$ cat config.mk
export PLATFORM = sky130hd
export DESIGN_NAME = uart_tx
export DESIGN_NICKNAME = d
export VERILOG_FILES = /design/src/rtl/uart_tx.sv
export SDC_FILE = /design/constraint.sdc
export NUM_CORES = 1
export LEC_CHECK = 0
export ABC_AREA = 1
export BUFFER_PORTS_ARGS = -buffer_cell sky130_fd_sc_hd__buf_2
export CAP_MARGIN = 10
export CELL_PAD_IN_SITES_DETAIL_PLACEMENT = 1
export CELL_PAD_IN_SITES_GLOBAL_PLACEMENT = 2
export CORE_ASPECT_RATIO = 0.6
export CORE_MARGIN = 8
export CORE_UTILIZATION = 35
export CTS_CLUSTER_SIZE = 14
export DETAILED_ROUTE_END_ITERATION = 8
export GPL_ROUTABILITY_DRIVEN = 0
export GPL_TIMING_DRIVEN = 0
export PLACE_DENSITY_LB_ADDON = 0.1
export SYNTH_ARGS = -nofsm -noshare
export SYNTH_HDL_FRONTEND = slang
export SYNTH_SLANG_ARGS = --single-unit
$ cat constraint.sdc
create_clock -name clk -period 3.21 [get_ports clk]
set_input_delay 0.642 -clock clk [delete_from_list [all_inputs] [get_ports clk]]
set_output_delay 0.642 -clock clk [all_outputs]
set_load 0.03 [all_outputs]
$ cat src/rtl/uart_tx.sv
// uart_tx: serial transmitter with configurable bit period, optional parity and 1 or 2 stop bits
module uart_tx #(
  parameter int DATA_W = 8,
  parameter int STOP_BITS = 1
) (
  input  logic              clk,
  input  logic              rst,
  input  logic [DATA_W-1:0] data_in,
  input  logic              start,
  input  logic [12:0]       bit_period,
  input  logic              parity_en,
  input  logic              parity_odd,
  output logic              tx,
  output logic              busy,
  output logic              done
);
  typedef enum logic [2:0] {IDLE, START, DATA, PARITY, STOP} state_t;
  state_t state, state_n;
  logic [12:0] timer, per;
  logic [2:0] idx;
  logic [DATA_W-1:0] data;
  logic par_en, par_odd, last, accept;
  always_comb begin
    accept = state == IDLE && start;
    last = timer == per - 13'd1;
    state_n = state;
    case (state)
      IDLE:    state_n = start ? START : IDLE;
      START:   state_n = last ? DATA : START;
      DATA:    state_n = (last && idx == 3'(DATA_W - 1)) ? (par_en ? PARITY : STOP) : DATA;
      PARITY:  state_n = last ? STOP : PARITY;
      STOP:    state_n = (last && idx == 3'(STOP_BITS - 1)) ? IDLE : STOP;
      default: state_n = IDLE;
    endcase
    tx = state == START  ? 1'b0 :
         state == DATA   ? data[idx] :
         state == PARITY ? ^data ^ par_odd : 1'b1;
    busy = state != IDLE;
    done = state == STOP && last && idx == 3'(STOP_BITS - 1);
  end
  always_ff @(posedge clk) begin
    if (rst) begin
      state <= IDLE;
      timer <= '0;
      idx <= '0;
      data <= '0;
      per <= '0;
      par_en <= 1'b0;
      par_odd <= 1'b0;
    end else begin
      state <= state_n;
      if (accept) begin
        data <= data_in;
        per <= bit_period == 13'd0 ? 13'd1 : bit_period;
        par_en <= parity_en;
        par_odd <= parity_odd;
        timer <= '0;
        idx <= '0;
      end else if (state != IDLE) begin
        // idx counts data bits in DATA and stop bits in STOP; restart on every state change
        timer <= last ? 13'd0 : timer + 13'd1;
        if (last) idx <= state_n != state ? 3'd0 : idx + 3'd1;
      end
    end
  end
endmodule

==> summary.md <==
| Metric | Value |
|---|---|
| Number of global-route vias before repair | `about 2.7k` |
| Core Util, Final | `about two fifths` |
| Startpoint Class | `flop` |
| H-tree levels | `2` |
| Syn Inst Count | `426` |
| Synth warn | `0` |
| VDD IR-drop max | `slightly above 0.2 mV` |
| LEAKAGE | `1.533 nW` |
| Largest net degree at the start of global routing | `15` |
| Post-synth design cell area | `between 0.002 and 0.003 sq mm` |
| Wirelength per Cell | `approximately 16 microns` |
| Gr ovfl total | `0` |
| Root Buffer | `clkbuf_16` |
| Post-detail-place hpwl | `around 7500 microns` |
| Clk_skew | `about 0.005 ns` |
| Largest fanout on the critical path | `3` |
| Chip width | `about 130 microns` |
| Max Root-Sink Buffers | `2` |
| Initial antenna violation count | `0` |
| CP required | `between 2 and 3 ns` |
| Most common cell in the netlist | `nand2_1` |
| Site Rows | `25` |
| CTS clk-pin slew, worst paths | `roughly 0.07 ns` |
| Setup violators final | `0` |
| Hold Path Stages | `2` |
| Final WS setup | `between 0.15 and 0.2 ns` |
| Largest cells by area after synthesis | `dfxtp_1 30%, nand2_1 14%, inv_1 8.8%, nand3_1 6.4%, o21ai_0 4.5%` |
| Hold/Removal Path Class | `reg2reg` |
| Fmax | `327.2 MHz` |
| Slew HR | `a little over half` |
| Nets | `just under 500` |
| Post-synth top flop | `dfxtp_1` |
| Via Count | `between 2k and 3k` |
| R2R depth | `13` |
| Residual DRC | `0` |
| Most common library cells after synthesis | `104 x nand2_1, 66 x inv_1, 42 x dfxtp_1, 36 x nand3_1, 28 x nor2_1` |
| Hold endpoint | `per[12]` |
| Minimum clock period | `3.056 ns` |
| Total track usage | `roughly 17%` |
| Post-synth EDFFs | `0` |
| Clk sinks | `42` |
| Die H | `approximately 85 microns` |
| Yosys cell types | `39` |
| Cells after DPL | `roughly 560` |
| Post-synthesis async set-or-reset flop share | `0%` |
| Critical path arrival | `between 2 and 2.5 ns` |
| Dpl ws | `roughly 0.35 ns` |
| Die ar. | `0.01122 sq mm` |
| Pwr/cell area | `463.6 mW/mm^2` |
| Worst-Skew Late Latency | `roughly 0.29 ns` |
| Cell taking the most area after synthesis | `dfxtp_1` |
| R2R Path Start | `per[0]` |
| Syn Area/Cell | `6.579 sq um` |
| Number of CTS-inserted buffers | `5` |
| Synth Net Count | `~460` |
| Antenna Nets Post-Route | `0` |
| Post-CTS setup buffers | `0` |
| IO buf count | `27` |
| Final period util | `95.20%` |
| Seq cells post-synth | `42` |
| Critical R2R Capture | `timer[2]` |
| Worst-margin pin slew | `just under 0.7 ns` |
| # diodes | `0` |
| Core box area | `about 0.0078 sq mm` |
| Layout area overhead | `15.80%` |
| Final Instance Count excl. Fillers | `569` |
| Fin Setup TNS | `0 ns` |
| Final hold vios | `0` |
| MaxCap Viol Count | `0` |
| CP Class | `reg2out` |
| Placed inst area | `just over 0.003 sq mm` |
| CP endpoint kind | `output pin` |
| First-pass GRT wire length | `around 15000 microns` |
| R2R setup slack | `approximately 0.58 ns` |
| CTS tree | `done` |
| Final Max Tran Viols | `0` |
| Detailed Routing Iterations Pass 1 | `4` |
| Share of layout cells above drive strength 1 | `between 10% and 20%` |
| # IOs | `29` |
| Status | `completed` |
| Via density | `a little under 5` |
| Post-route cell area | `0.003246 sq mm` |
| Initial Util | `35.84%` |
| Seq/Total Area, Yosys | `approximately 30%` |
| Total wire length | `between 9000 and 10000 microns` |
| DR iter-0 viols | `139` |
| Post-synth top area share | `between 30% and 40%` |
| Hold path startpoint | `per[12]` |
-- power breakdown --
group          leakage, nW  switching (W)  internal, W
sequential           0.343      0.0000239     0.000545
combinational         1.12       0.000275     0.000135
clock               0.0698       0.000238     0.000289
total                 1.53       0.000536     0.000969
-- registers in the layout, indices dropped and copies added, names as in the netlist --
register / cells
timer: 13
idx: 3
data: 8
par_en: 1
par_odd: 1
per: 13
state: 3
-- per-stage QoR --
| step | total power [W] | hold slack [ns] |
|---|---|---|
| floorplan | 0.0008636 | 0.4498 |
| global placement | 0.0009714 | 0.4690 |
| detailed placement | 0.0009804 | 0.4711 |
| CTS | 0.001505 | 0.4816 |
| global route | 0.001587 | 0.4983 |
| finish | 0.001505 | 0.4804 |
-- cells by family after synthesis --
kind of cell	after synthesis	share of synthesized area [%]
and+or+nand+nor	219	38.57
buffers and inverters	84	11.52
AOI/OAI and AO/OA	58	11.56
DFF	42	30.00
xor gates and xnor gates	18	6.116
adders and majority gates	5	2.232
-- placed cells by master, fill, tap and decap left out, types with 3 or more instances in the layout --
cell       count
nor4_1         4
clkbuf_1       6
a21oi_1       21
nand4_1       10
nor2_1        27
nor3_1         3
nand2_1      104
ha_1           4
xnor2_1        8
nand3_1       36
inv_2          8
clkbuf_16      5
o21ai_0       25
a21oi_2        4
xor2_1         9
inv_1         66
buf_2         26
nor2_4         7
nor2_2         7
nand2_4        3
nand2_2        6
dfxtp_1       42
-- critical path, cell delays in order (launching register included) --
cell and delay (ns):
dfxtp_1 0.38, inv_1 0.12, ha_2 0.36, xor2_1 0.23, nand3_1 0.14, nor2_1 0.14, nand3_1 0.12, nor2_4 0.19
nand4_4 0.13, nor3_2 0.13, buf_4 0.18
-- cell type report --
| cell class | instances | area, sq um |
|---|---|---|
| inverters | 76 | 285.3 |
| multi-input cells | 300 | 1663 |
| flip-flops and latches | 42 | 840.8 |
| clock inverters | 3 | 21.27 |
| plain buffers | 8 | 37.54 |
| clock buffers | 5 | 125.1 |
| fillers | 1052 | 4574 |
| repair buffers | 27 | 137.6 |
| well taps | 108 | 135.1 |
-- metal layers --
metal	global-route usage (%)	up-vias	share of wire, %
li1	-	1423	-
met1	26.40	1306	59
met2	21.50	43	35
met3	3.243	6	4.8
met4	3.109	0	0.57
met5	0	-	0
-- repair_timing --
item                                    CTS  global route
hold endpoints to repair                  0             0
hold buffers                              0             0
endpoints found under the setup margin    0             1
resized for setup                         0             6
-- worst max path at each step --
stage                start  endpoint  slack [ns]  cells after the start
global placement    per[0]      done        0.39                     13
finish              per[0]      done        0.15                     10
CTS                 per[0]      done        0.04                     13
detailed placement  per[0]      done        0.35                     13
floorplan           per[0]      done        0.48                     12
global route        per[0]      done       -0.01                     10
Note: power is estimated with default switching activity, not from simulation.
